### config.mk
export PLATFORM = sky130hd
export DESIGN_NAME = idu_decode_queue
export DESIGN_NICKNAME = d
export VERILOG_FILES = /design/src/rtl/idu_decode_queue.sv
export SDC_FILE = /design/constraint.sdc
export NUM_CORES = 1
export LEC_CHECK = 0
export CORE_UTILIZATION = 50
export DETAILED_ROUTE_END_ITERATION = 8
export PLACE_DENSITY = 0.81
export SYNTH_ARGS = -nofsm -noshare
export SYNTH_HDL_FRONTEND = slang
export SYNTH_SLANG_ARGS = --single-unit
### constraint.sdc
create_clock -name clk -period 11.81 [get_ports clk]
set_input_delay 1.181 -clock clk [delete_from_list [all_inputs] [get_ports clk]]
set_output_delay 1.181 -clock clk [all_outputs]
set_load 0.02 [all_outputs]
### src/rtl/idu_decode_queue.sv
// Registered RV32 decoder feeding a DEPTH-entry FIFO between IFU and EXU.
// Optional feature macro: IDU_ILLEGAL_CNT_EN adds a saturating 16-bit illegal_cnt output.

// Instruction-number values from inst.vh; defined here only when it was not already included.
`ifndef INST_INV
`define INST_INV     0
`define INST_LUI     1
`define INST_AUIPC   2
`define INST_JAL     3
`define INST_JALR    4
`define INST_BEQ     5
`define INST_BNE     6
`define INST_LW      7
`define INST_LBU     8
`define INST_SH      9
`define INST_SW      10
`define INST_ADDI    11
`define INST_SLTIU   12
`define INST_SRLI    13
`define INST_SRAI    14
`define INST_ADD     15
`define INST_SUB     16
`define INST_SLTU    17
`define INST_IXOR    18
`define INST_IOR     19
`define INST_EBREAK  20
`endif

module idu_decode_queue #(
    parameter int ISA_WIDTH      = 32,
    parameter int INST_NUM_WIDTH = 8,
    parameter int DEPTH          = 2,
    parameter int PTR_WIDTH      = $clog2(DEPTH)
) (
    input  logic                      clk,
    input  logic                      rst,
    input  logic                      flush,
    input  logic                      in_valid,
    output logic                      in_ready,
    input  logic [ISA_WIDTH-1:0]      in_inst,
    input  logic [ISA_WIDTH-1:0]      in_pc,
    output logic                      out_valid,
    input  logic                      out_ready,
    output logic [INST_NUM_WIDTH-1:0] out_inst_num,
    output logic [ISA_WIDTH-1:0]      out_inst,
    output logic [ISA_WIDTH-1:0]      out_pc,
    output logic                      out_illegal
`ifdef IDU_ILLEGAL_CNT_EN
    ,
    output logic [15:0]               illegal_cnt
`endif
);

    // Handshake: a transfer happens on a rising edge where valid and ready are both
    // high and flush is low; ready never depends on the opposite side's valid/ready.

    localparam logic [6:0] OP_LUI    = 7'b0110111;
    localparam logic [6:0] OP_AUIPC  = 7'b0010111;
    localparam logic [6:0] OP_JAL    = 7'b1101111;
    localparam logic [6:0] OP_JALR   = 7'b1100111;
    localparam logic [6:0] OP_BRANCH = 7'b1100011;
    localparam logic [6:0] OP_LOAD   = 7'b0000011;
    localparam logic [6:0] OP_STORE  = 7'b0100011;
    localparam logic [6:0] OP_IMM    = 7'b0010011;
    localparam logic [6:0] OP_OP     = 7'b0110011;
    localparam logic [6:0] OP_SYSTEM = 7'b1110011;

    localparam logic [ISA_WIDTH-1:0]      EBREAK_WORD = ISA_WIDTH'(32'h0010_0073);
    localparam logic [INST_NUM_WIDTH-1:0] NUM_INV     = INST_NUM_WIDTH'(`INST_INV);
    localparam logic [PTR_WIDTH:0]        COUNT_FULL  = (PTR_WIDTH+1)'(DEPTH);
    localparam logic [PTR_WIDTH-1:0]      PTR_ONE     = PTR_WIDTH'(1);
    localparam logic [PTR_WIDTH:0]        COUNT_ONE   = (PTR_WIDTH+1)'(1);

    localparam logic [1:0] S_EMPTY   = 2'd0;
    localparam logic [1:0] S_PARTIAL = 2'd1;
    localparam logic [1:0] S_FULL    = 2'd2;

    logic [6:0]                opcode;
    logic [2:0]                funct3;
    logic                      bit30;
    logic [INST_NUM_WIDTH-1:0] dec_num;

    logic [INST_NUM_WIDTH-1:0] q_num  [DEPTH];
    logic [ISA_WIDTH-1:0]      q_inst [DEPTH];
    logic [ISA_WIDTH-1:0]      q_pc   [DEPTH];
    logic [PTR_WIDTH-1:0]      rd_ptr;
    logic [PTR_WIDTH-1:0]      wr_ptr;
    logic [PTR_WIDTH:0]        count;
    logic [1:0]                state;
    logic                      push;
    logic                      pop;

    assign opcode = in_inst[6:0];
    assign funct3 = in_inst[14:12];
    assign bit30  = in_inst[30];

    always_comb begin
        dec_num = NUM_INV;
        case (opcode)
            OP_LUI:   dec_num = INST_NUM_WIDTH'(`INST_LUI);
            OP_AUIPC: dec_num = INST_NUM_WIDTH'(`INST_AUIPC);
            OP_JAL:   dec_num = INST_NUM_WIDTH'(`INST_JAL);
            OP_JALR:  if (funct3 == 3'b000) dec_num = INST_NUM_WIDTH'(`INST_JALR);
            OP_BRANCH: begin
                case (funct3)
                    3'b000:  dec_num = INST_NUM_WIDTH'(`INST_BEQ);
                    3'b001:  dec_num = INST_NUM_WIDTH'(`INST_BNE);
                    default: dec_num = NUM_INV;
                endcase
            end
            OP_LOAD: begin
                case (funct3)
                    3'b010:  dec_num = INST_NUM_WIDTH'(`INST_LW);
                    3'b100:  dec_num = INST_NUM_WIDTH'(`INST_LBU);
                    default: dec_num = NUM_INV;
                endcase
            end
            OP_STORE: begin
                case (funct3)
                    3'b001:  dec_num = INST_NUM_WIDTH'(`INST_SH);
                    3'b010:  dec_num = INST_NUM_WIDTH'(`INST_SW);
                    default: dec_num = NUM_INV;
                endcase
            end
            // Only bit 30 separates the shift/arith variants; other funct7 bits are don't-care.
            OP_IMM: begin
                case (funct3)
                    3'b000:  dec_num = INST_NUM_WIDTH'(`INST_ADDI);
                    3'b011:  dec_num = INST_NUM_WIDTH'(`INST_SLTIU);
                    3'b101:  dec_num = bit30 ? INST_NUM_WIDTH'(`INST_SRAI) : INST_NUM_WIDTH'(`INST_SRLI);
                    default: dec_num = NUM_INV;
                endcase
            end
            OP_OP: begin
                case (funct3)
                    3'b000:  dec_num = bit30 ? INST_NUM_WIDTH'(`INST_SUB) : INST_NUM_WIDTH'(`INST_ADD);
                    3'b011:  dec_num = INST_NUM_WIDTH'(`INST_SLTU);
                    3'b100:  dec_num = INST_NUM_WIDTH'(`INST_IXOR);
                    3'b110:  dec_num = INST_NUM_WIDTH'(`INST_IOR);
                    default: dec_num = NUM_INV;
                endcase
            end
            OP_SYSTEM: if (in_inst == EBREAK_WORD) dec_num = INST_NUM_WIDTH'(`INST_EBREAK);
            default:   dec_num = NUM_INV;
        endcase
    end

    always_comb begin
        if (count == '0) begin
            state = S_EMPTY;
        end else if (count == COUNT_FULL) begin
            state = S_FULL;
        end else begin
            state = S_PARTIAL;
        end
    end

    assign in_ready  = (state != S_FULL);
    assign out_valid = (state != S_EMPTY);
    assign push      = in_valid & in_ready & ~flush;
    assign pop       = out_valid & out_ready & ~flush;

    always_ff @(posedge clk) begin
        if (rst) begin
            rd_ptr <= '0;
            wr_ptr <= '0;
            count  <= '0;
            for (int i = 0; i < DEPTH; i++) begin
                q_num[i]  <= NUM_INV;
                q_inst[i] <= '0;
                q_pc[i]   <= '0;
            end
        end else if (flush) begin
            rd_ptr <= '0;
            wr_ptr <= '0;
            count  <= '0;
        end else begin
            if (push) begin
                q_num[wr_ptr]  <= dec_num;
                q_inst[wr_ptr] <= in_inst;
                q_pc[wr_ptr]   <= in_pc;
                wr_ptr         <= wr_ptr + PTR_ONE;
            end
            if (pop) begin
                rd_ptr <= rd_ptr + PTR_ONE;
            end
            if (push && !pop) begin
                count <= count + COUNT_ONE;
            end else if (pop && !push) begin
                count <= count - COUNT_ONE;
            end
        end
    end

    assign out_inst_num = q_num[rd_ptr];
    assign out_inst     = q_inst[rd_ptr];
    assign out_pc       = q_pc[rd_ptr];
    assign out_illegal  = (q_num[rd_ptr] == NUM_INV);

`ifdef IDU_ILLEGAL_CNT_EN
    // Counts accepted illegal words only; survives flush so redirects do not hide them.
    always_ff @(posedge clk) begin
        if (rst) begin
            illegal_cnt <= '0;
        end else if (push && (dec_num == NUM_INV) && (illegal_cnt != 16'hFFFF)) begin
            illegal_cnt <= illegal_cnt + 16'd1;
        end
    end
`endif

endmodule

==> flow_summary.toml, run 1 <==
[outcome]
outcome = "complete, no violations"

[die]
floorplan.die.height_um = 118
rows = 41
ioPinCount = 144
initial_util_pct = 52.1
area_of_the_core_mm2 = 0.0129
fp.dieArea_mm2 = 0.0139
die_w_um = 118

[logic_synthesis]
synth.avg_cell_area_um2 = 13.8
synth-edff-count = 138
netlist_instances = 487
yosys_register_bits = 143
synth-main-ff-cell = "edfxtp_1"
synth_sequential_area_ratio_pct = 63.2
synthArstFlopShare_pct = 0
syn_area_mm2 = 0.00671
yosys_warnings = 0
synth_cell_type_count = 47

[power_and_ir_drop]
total_power_uw = 1300
power.ir.vdd_worst_mv = 0.0975
power_per_cell_area_mw_per_mm2 = 147
p_leak_uw = 0.00341

[clock_tree]
clkSinkCount = 143
post_cts.repair.setup_buffers = 0
cts_root_buffer = "clkbuf_16"
cts.reportedPaths.clkPinSlew_ns = 0.06
post_cts_sizing_count = 0
cts-hold-fix-buffers = 0
cts_tree = "yes"
cts-buffers-inserted = 17
clk-insertion-delay-late_ns = 0.41
max-clock-path-buffers = 2
clock_tree.htree_level_count = 4

[sta]
fin_worst_hold_slack_ns = 0.598
timing_max_transition_violations_final = 0
timing_worst_slew_pin_value_ns = 0.957
slew-limit-headroom_pct = 36.2
grt_setup_unrepaired = "false"
setup_total_neg_slack_ns = 0
final_cycle_share_pct = 32.2
hold_viol_final = 0
report.final.setup_viol = 0
skew_ns = 0.00419
period_needed_ns = 3.80
max_freq_mhz = 263

[global_route]
groute.usage.overall_pct = 21.6
antenna_found_initial = 0
grt_max_degree = 70
first_pass_grt_wire_length_um = 22800
grt_pass1_vias = 4452
globalRoute.totalOverflow = 0

[place]
gp_congestion = 0.923
dp_hpwl_um = 9030
numPortBuffers = 140
post-place-cells = 767

[min_path]
min-delay-start = "count[0]"
min_path_cells = 2
min_to = "count[0]"
hold_path.class = "register to register"

[cells_and_area]
layout.filler_cells = 882
antenna_cells_inserted = 0
area_delta_synth_final_pct = 31.3
final_cells = 798
post_route_cells_drive_above_1_share_pct = 18.4
finalNetCount = 684

[route]
routed-via-count = 4438
drt_first_pass_iters = 5
wirelength_um = 14700
drtAntennaViolNets = 0
drcViolationCount = 0
first_iter_violations = 371
avgRoutedWirePerCell_um = 18.4
post_drt_via_cell_ratio = 5.56

[setup_path]
worstReg2RegEnd = "q_pc[1][8]"
worstPathBufferInverterCount = 2
timing.critical_path.from_type = "register"
critical_path.cell_chain = "buf_4 -> mux2_2 -> nor2_1 -> clkdlybuf4s50_1"
reg2reg_from = "count[0]"
r2r_slack_ns = 8.93
type_of_the_setup_path_with_the_least_slack = "register to output pin"
worstPathRequired_ns = 10.63
cp_max_fo = 65
critPathSlowestCell = "buf_4"
cp_slowest_stage_delay_ns = 0.69
crit_family = "buffers and inverters"
rr_worst_depth = 6
timing.critical_path.arrival_ns = 2.62
worst_setup_path_end_kind = "output pin"

[run]
cap_violations = 0
flip-flops by register name (all words and copies together), names as in the netlist, named ones only:
register,count
count,2
q_inst,64
q_num,10
q_pc,64
rd_ptr,1
wr_ptr,1
worst max-delay path by stage:
stage,to,slack [ns],depth (start not counted)
2_1_floorplan,q_inst[0][0],4.63,2
3_3_place_gp,q_pc[1][7],7.72,5
3_5_place_dp,q_pc[1][7],7.63,5
4_1_cts,out_illegal,7.95,4
5_1_grt,out_illegal,7.86,4
6_report,out_illegal,8.01,4
worst reg2reg max path: cells and delay by family (launching register included):
kind | cells | cell delay, ns
DFF | 1 | 0.38
buffers and inverters | 1 | 0.50
and+or+nand+nor | 5 | 1.59
kinds of logic after synthesis:
group,share of synthesized area (%)
AND/OR/NAND/NOR,18.6
flip-flops,63.2
multiplexers,11.7
buffers and inverters,3.00
AO/OA/AOI/OAI,2.29
XOR/XNOR,0.914
adder cells (fa/ha/maj),0.186
other,0.0559
Yosys cell counts (all sizes together) (2+ instances only):
library cell	n	area [µm²]
mux2	69	785
nand2b	2	15.0
dfxtp	5	100
o21a	2	15.0
or2	2	12.5
buf	16	96.3
xor2	6	52.6
nor4b	2	17.5
nand3b	4	30.0
o31ai	2	15.0
and3b	2	17.5
inv	3	11.3
a21oi	6	30.0
nor2	23	86.3
and2	63	394
nor3	10	61.3
nor2b	2	12.5
nand2	9	36.3
and3	63	394
edfxtp	138	4140
nand3	9	50.1
and4b	2	20.0
clkbuf	23	93.8
nor4	7	88.8
o21ai	4	20.0
routing by layer:
| layer | vias up | wire [µm] | GRT usage (%) |
|---|---|---|---|
| li1 | 2052 | - | - |
| met5 | - | 0 | 0 |
| met3 | 17 | 1200 | 6.10 |
| met4 | 0 | 143 | 6.17 |
| met2 | 220 | 6810 | 33.2 |
| met1 | 2149 | 6540 | 29.8 |
placed cells by master, fill, tap and decap left out, types with 2 or more instances in the layout:
cell               n
dfxtp_1            3
bufinv_16          4
clkinv_2           3
nor4_1             4
and3_1            63
nand2_1            7
clkinv_1           3
nor3_1             9
and4b_1            2
and3b_1            2
o21a_1             2
clkbuf_16         17
nor4_4             3
o21ai_0            4
edfxtp_1         138
conb_1             3
or2_2              2
clkinv_4           2
nand3b_1           4
a21oi_1            6
nor2_1            23
xor2_1             6
clkdlybuf4s50_1  140
mux2_2            67
and2_1            63
mux2_4             2
inv_1              3
nor4b_1            2
buf_4              5
nand3_1            8
nor2b_1            2
layout make-up:
cell class	instances	area, µm²	area share (%)
Multi-Input combinational cell	304	2290	26.0
Inverter	3	11.3	0.128
Timing Repair Buffer	145	1440	16.3
Sequential cell	143	4250	48.2
Clock inverter	13	171	1.95
Clock buffer	18	429	4.87
Tap cell	172	215	2.44
where the power goes:
group,total (µW),internal [µW],switching [µW],leakage [µW]
Clock,543,349,194,0.000292
Combinational,162,77.0,84.8,0.00164
Sequential,593,585,7.51,0.00148
Total,1300,1010,287,0.00341
stage by stage:
step                      instance area (µm²)  utilization (%)  setup slack, ns
after floorplan                          6720                -             4.63
after global placement                   8210             63.8             7.72
after global routing                     8810             68.4             7.86
final                                    8810             68.4             8.01
after CTS                                8810             68.4             7.95
after detailed placement                 8210             63.8             7.63
Power figures use the tool's default switching activity.
==> run 2: changes to the inputs <==
--- a/config.mk
+++ b/config.mk
@@ -5,9 +5,9 @@
 export SDC_FILE = /design/constraint.sdc
 export NUM_CORES = 1
 export LEC_CHECK = 0
-export CORE_UTILIZATION = 50
+export CORE_UTILIZATION = 46
 export DETAILED_ROUTE_END_ITERATION = 8
-export PLACE_DENSITY = 0.81
+export PLACE_DENSITY = 0.78
 export SYNTH_ARGS = -nofsm -noshare
 export SYNTH_HDL_FRONTEND = slang
 export SYNTH_SLANG_ARGS = --single-unit
==> constraint.sdc (replaced) <==
create_clock -name clk -period 3.47 [get_ports clk]
set_input_delay 0.347 -clock clk [delete_from_list [all_inputs] [get_ports clk]]
set_output_delay 0.347 -clock clk [all_outputs]
set_load 0.02 [all_outputs]
==> flow_summary.toml, run 2 (same netlist as run 1, synthesis figures left out) <==
[outcome]
outcome = "complete, no violations"

[cells_and_area]
layout.cells.most_common = "clkdlybuf4s50_1"
mostFrequentLayoutCells = "clkdlybuf4s50_1, edfxtp_1, mux2_2, and2_1, and3_1"
postLayoutCoreUtil_pct = 63.3
area_delta_synth_final_pct = 32.4
post_route_cells_drive_above_1_share_pct = 18.9
finalNetCount = 688
antenna_cells_inserted = 0
layout.filler_cells = 1044
top_regs = "q_inst (64), q_pc (64), q_num (10)"

[place]
numPortBuffers = 140
dp_hpwl_um = 9410
gp_congestion = 0.841

[setup_path]
worst_setup_path_end_kind = "output pin"
timing.critical_path.arrival_ns = 2.58
rr_worst_depth = 6
worstPathRequired_ns = 3.12
cp_max_fo = 55
reg2reg_from = "count[0]"
type_of_the_setup_path_with_the_least_slack = "register to output pin"
worstReg2RegEnd = "q_pc[1][9]"
r2r_slack_ns = 1.36
timing.critical_path.from_type = "register"

[global_route]
globalRoute.totalOverflow = 0
grt_pass1_vias = 4423
antenna_found_initial = 0
groute.usage.overall_pct = 20.5
grt_max_degree = 64
first_pass_grt_wire_length_um = 22900

[die]
die_w_um = 123
area_of_the_core_mm2 = 0.0140
fp.dieArea_mm2 = 0.0151
floorplan.die.height_um = 123
ioPinCount = 144
initial_util_pct = 47.8
rows = 43

[power_and_ir_drop]
power.ir.vdd_worst_mv = 0.274
total_power_uw = 4490
power_per_cell_area_mw_per_mm2 = 505
power.share.combinational_pct = 12.2
p_leak_uw = 0.00345
seq_power_share_pct = 45.0
clockPowerShare_pct = 42.8
netsw_uw = 976
p_int_uw = 3510
power.switching_fraction_pct = 21.7

[run]
cap_violations = 0

[sta]
report.final.setup_viol = 0
grt_setup_unrepaired = "false"
max_freq_mhz = 342
fin_worst_hold_slack_ns = 0.556
hold_viol_final = 0
skew_ns = 0.00358
setup_total_neg_slack_ns = 0
period_needed_ns = 2.92
slew-limit-headroom_pct = 48.7
timing_max_transition_violations_final = 0
final_cycle_share_pct = 84.2
timing_worst_slew_pin_value_ns = 0.770

[route]
drt_first_pass_iters = 4
routed-via-count = 4457
avgRoutedWirePerCell_um = 18.4
first_iter_violations = 293
drcViolationCount = 0
post_drt_via_cell_ratio = 5.50
wirelength_um = 14900
drtAntennaViolNets = 0

[clock_tree]
max-clock-path-buffers = 2
clkSinkCount = 143
cts-hold-fix-buffers = 0
cts-buffers-inserted = 17
clk-insertion-delay-late_ns = 0.41
cts_root_buffer = "clkbuf_16"
post_cts_sizing_count = 0
cts.reportedPaths.clkPinSlew_ns = 0.06
cts_tree = "yes"
post_cts.repair.setup_buffers = 0
clock_tree.htree_level_count = 4

[min_path]
hold_path.class = "register to register"
min_to = "rd_ptr"
min_path_cells = 2
min-delay-start = "rd_ptr"
==> run 2: cell count changes in the layout (fill, tap and decap cells not counted) <==
| cell | previous run | this run |
|---|---|---|
| buf_4 | 5 | 8 |
| buf_12 | 0 | 1 |
| bufinv_16 | 4 | 5 |
| clkbuf_1 | 1 | 0 |
| clkinv_1 | 3 | 4 |
| clkinvlp_4 | 1 | 0 |
==> run 2: power by group through the flow <==
stage          combinational, µW  sequential (µW)  clock [µW]
2_1_floorplan                285             2050           0
3_3_place_gp                 543             2050           0
3_5_place_dp                 549             2060           0
4_1_cts                      553             2020        1950
5_1_grt                      585             2030        2020
6_report                     549             2020        1920
==> run 2: critical path, cell delays in order, from the launching register on <==
cell,delay (ns)
dfxtp_4,0.49
buf_4,0.66
mux2_2,0.42
clkdlybuf4s50_1,0.56
==> run 2: metrics by stage <==
| stage | setup slack, ns | std cells | area (µm²) |
|---|---|---|---|
| 2_1_floorplan | 0.351 | 489 | 6730 |
| 3_3_place_gp | 0.975 | 779 | 8260 |
| 3_5_place_dp | 0.830 | 779 | 8260 |
| 4_1_cts | 0.521 | 810 | 8880 |
| 5_1_grt | 0.444 | 810 | 8880 |
| 6_report | 0.548 | 810 | 8880 |
==> run 2: final cells by class <==
| cell class | instances | area [µm²] | share of cell area, % |
|---|---|---|---|
| Sequential cell | 143 | 4250 | 47.8 |
| Multi-Input combinational cell | 304 | 2290 | 25.8 |
| Timing Repair Buffer | 149 | 1480 | 16.7 |
| Clock buffer | 17 | 425 | 4.79 |
| Tap cell | 180 | 225 | 2.53 |
| Clock inverter | 14 | 198 | 2.23 |
| Inverter | 3 | 11.3 | 0.127 |
==> run 2: metal layers <==
metal	track usage, %	part of all wire, %
met5	0	0
met4	7.55	1.6
met3	4.69	6.8
met2	35.4	51
met1	25.1	41
==> run 2: worst max path at each step <==
stage	startpoint	endpoint	slack [ns]	cells past startpoint
floorplan	count[0]	q_inst[1][0]	0.35	5
global placement	flush	q_pc[1][6]	0.97	5
detailed placement	in_inst[12]	q_num[0][2]	0.83	6
CTS	register	out_inst[31]	0.52	3
global route	register	out_inst[31]	0.44	3
finish	register	out_inst[31]	0.55	3
==> run 3: changes to the inputs <==
--- a/config.mk
+++ b/config.mk
@@ -5,9 +5,9 @@
 export SDC_FILE = /design/constraint.sdc
 export NUM_CORES = 1
 export LEC_CHECK = 0
-export CORE_UTILIZATION = 46
+export CORE_UTILIZATION = 50
 export DETAILED_ROUTE_END_ITERATION = 8
-export PLACE_DENSITY = 0.78
+export PLACE_DENSITY = 0.81
 export SYNTH_ARGS = -nofsm -noshare
 export SYNTH_HDL_FRONTEND = slang
 export SYNTH_SLANG_ARGS = --single-unit
==> constraint.sdc (replaced) <==
create_clock -name clk -period 2.7 [get_ports clk]
set_input_delay 0.27 -clock clk [delete_from_list [all_inputs] [get_ports clk]]
set_output_delay 0.27 -clock clk [all_outputs]
set_load 0.02 [all_outputs]
==> flow_summary.toml, run 3 (same netlist as run 1, synthesis figures left out) <==
[outcome]
outcome = "complete, no violations"

[route]
drcViolationCount = 0
highest_layer = "met4"
wirelength_um = 15000
drt_first_pass_iters = 4
route.met3.wl_um = 1290
avgRoutedWirePerCell_um = 18.6
first_iter_violations = 453
route.layer.met1.wl_um = 6220
post_drt_via_cell_ratio = 5.55
drtAntennaViolNets = 0
met2_wire_length_um = 7230
routed-via-count = 4474

[cells_and_area]
mostFrequentLayoutCells = "clkdlybuf4s50_1, edfxtp_1, mux2_2, and2_1, and3_1"
antenna_cells_inserted = 0
post_route_cells_drive_above_1_share_pct = 20.0
postLayoutCoreUtil_pct = 69.5
layout.cells.most_common = "clkdlybuf4s50_1"
area_delta_synth_final_pct = 33.3
top_regs = "q_inst (64), q_pc (64), q_num (10)"
finalNetCount = 692

[power_and_ir_drop]
total_power_uw = 5770
power.ir.vdd_worst_mv = 0.385
power_per_cell_area_mw_per_mm2 = 645
p_leak_uw = 0.00348

[setup_path]
timing.critical_path.from_type = "register"
cp_slowest_stage_delay_ns = 0.55
worst_setup_path_end_kind = "output pin"
cp_max_fo = 61
timing.critical_path.arrival_ns = 2.21
type_of_the_setup_path_with_the_least_slack = "register to output pin"
critical_path.cell_chain = "buf_12 -> mux2_2 -> clkdlybuf4s50_1"
critPathSlowestCell = "clkdlybuf4s50_1"
worstPathRequired_ns = 2.43

[sta]
timing_worst_slew_pin_value_ns = 0.680
timing_max_transition_violations_final = 0
period_needed_ns = 2.48
slew-limit-headroom_pct = 54.6
setup_total_neg_slack_ns = 0
final_cycle_share_pct = 91.9
report.final.setup_viol = 0
hold_viol_final = 0
skew_ns = 0.00817
max_freq_mhz = 403
grt_setup_unrepaired = "false"

[clock_tree]
max-clock-path-buffers = 2
clkSinkCount = 143
clock_tree.htree_level_count = 4
cts.reportedPaths.clkPinSlew_ns = 0.06
cts_tree = "yes"
clk-insertion-delay-late_ns = 0.41
cts-buffers-inserted = 17
cts_root_buffer = "clkbuf_16"

[place]
gp_congestion = 0.959
numPortBuffers = 140
dp_hpwl_um = 9580

[global_route]
grt_max_degree = 64
first_pass_grt_wire_length_um = 23600
globalRoute.totalOverflow = 0
groute.usage.overall_pct = 22.3
grt_pass1_vias = 4473
antenna_found_initial = 0

[die]
ioPinCount = 144
fp.dieArea_mm2 = 0.0139
rows = 41
floorplan.die.height_um = 118
initial_util_pct = 52.1
die_w_um = 118
area_of_the_core_mm2 = 0.0129

[min_path]
hold_path.class = "input pin to register"

[run]
cap_violations = 0
## run 3: layout make-up
cell class                 count  area (µm²)
clock buffer                  17         425
clock inverter                14         193
sequential                   143        4250
timing repair buffer         153        1550
multi-input combinational    304        2300
inverter                       3        11.3
fill                         853        3930
tap                          172         215
## run 3: path summary, 6_finish.rpt
check / slack [ns] / end / cells past startpoint / from
worst max register to register: 0.80 / q_num[0][0] / 6 / count[0]
worst max-delay path: 0.22 / out_inst[13] / 3 / register
worst min register to register: 0.56 / rd_ptr / 2 / rd_ptr
worst min-delay path: 0.54 / q_pc[0][0] / 2 / in_pc[0]
## run 3: metrics by stage
| step | instances | area [µm²] | setup slack [ns] | hold WS, ns |
|---|---|---|---|---|
| 2_1_floorplan | 489 | 6750 | -0.176 | 0.468 |
| 3_3_place_gp | 775 | 8330 | 0.438 | 0.545 |
| 3_5_place_dp | 775 | 8330 | 0.364 | 0.547 |
| 4_1_cts | 806 | 8950 | 0.225 | 0.525 |
| 5_1_grt | 806 | 8950 | 0.162 | 0.535 |
| 6_report | 806 | 8950 | 0.219 | 0.538 |
## run 3: what timing repair did
item | CTS | global route
gates resized for setup | 1 | 0
hold buffers | 0 | 0
endpoints found under the setup margin | 1 | 0
buffers inserted | 0 | 0
hold endpoints to repair | 0 | 0
## run 3: per-layer routing
metal	vias up	track usage [%]
met1	2134	29.3
met3	21	5.86
met5	-	0
met4	0	7.93
met2	244	35.6
li1	2075	-
## run 3: critical path, delay by kind of cell, from the launching register on
family | cells | cell delay [ns]
muxes | 1 | 0.42
buffers and inverters | 2 | 0.86
DFF | 1 | 0.44
## run 3: power by group
group          leakage (µW)  switching (µW)  internal, µW
clock              0.000297             906          1540
combinational       0.00170             370           352
sequential          0.00148            40.5          2560
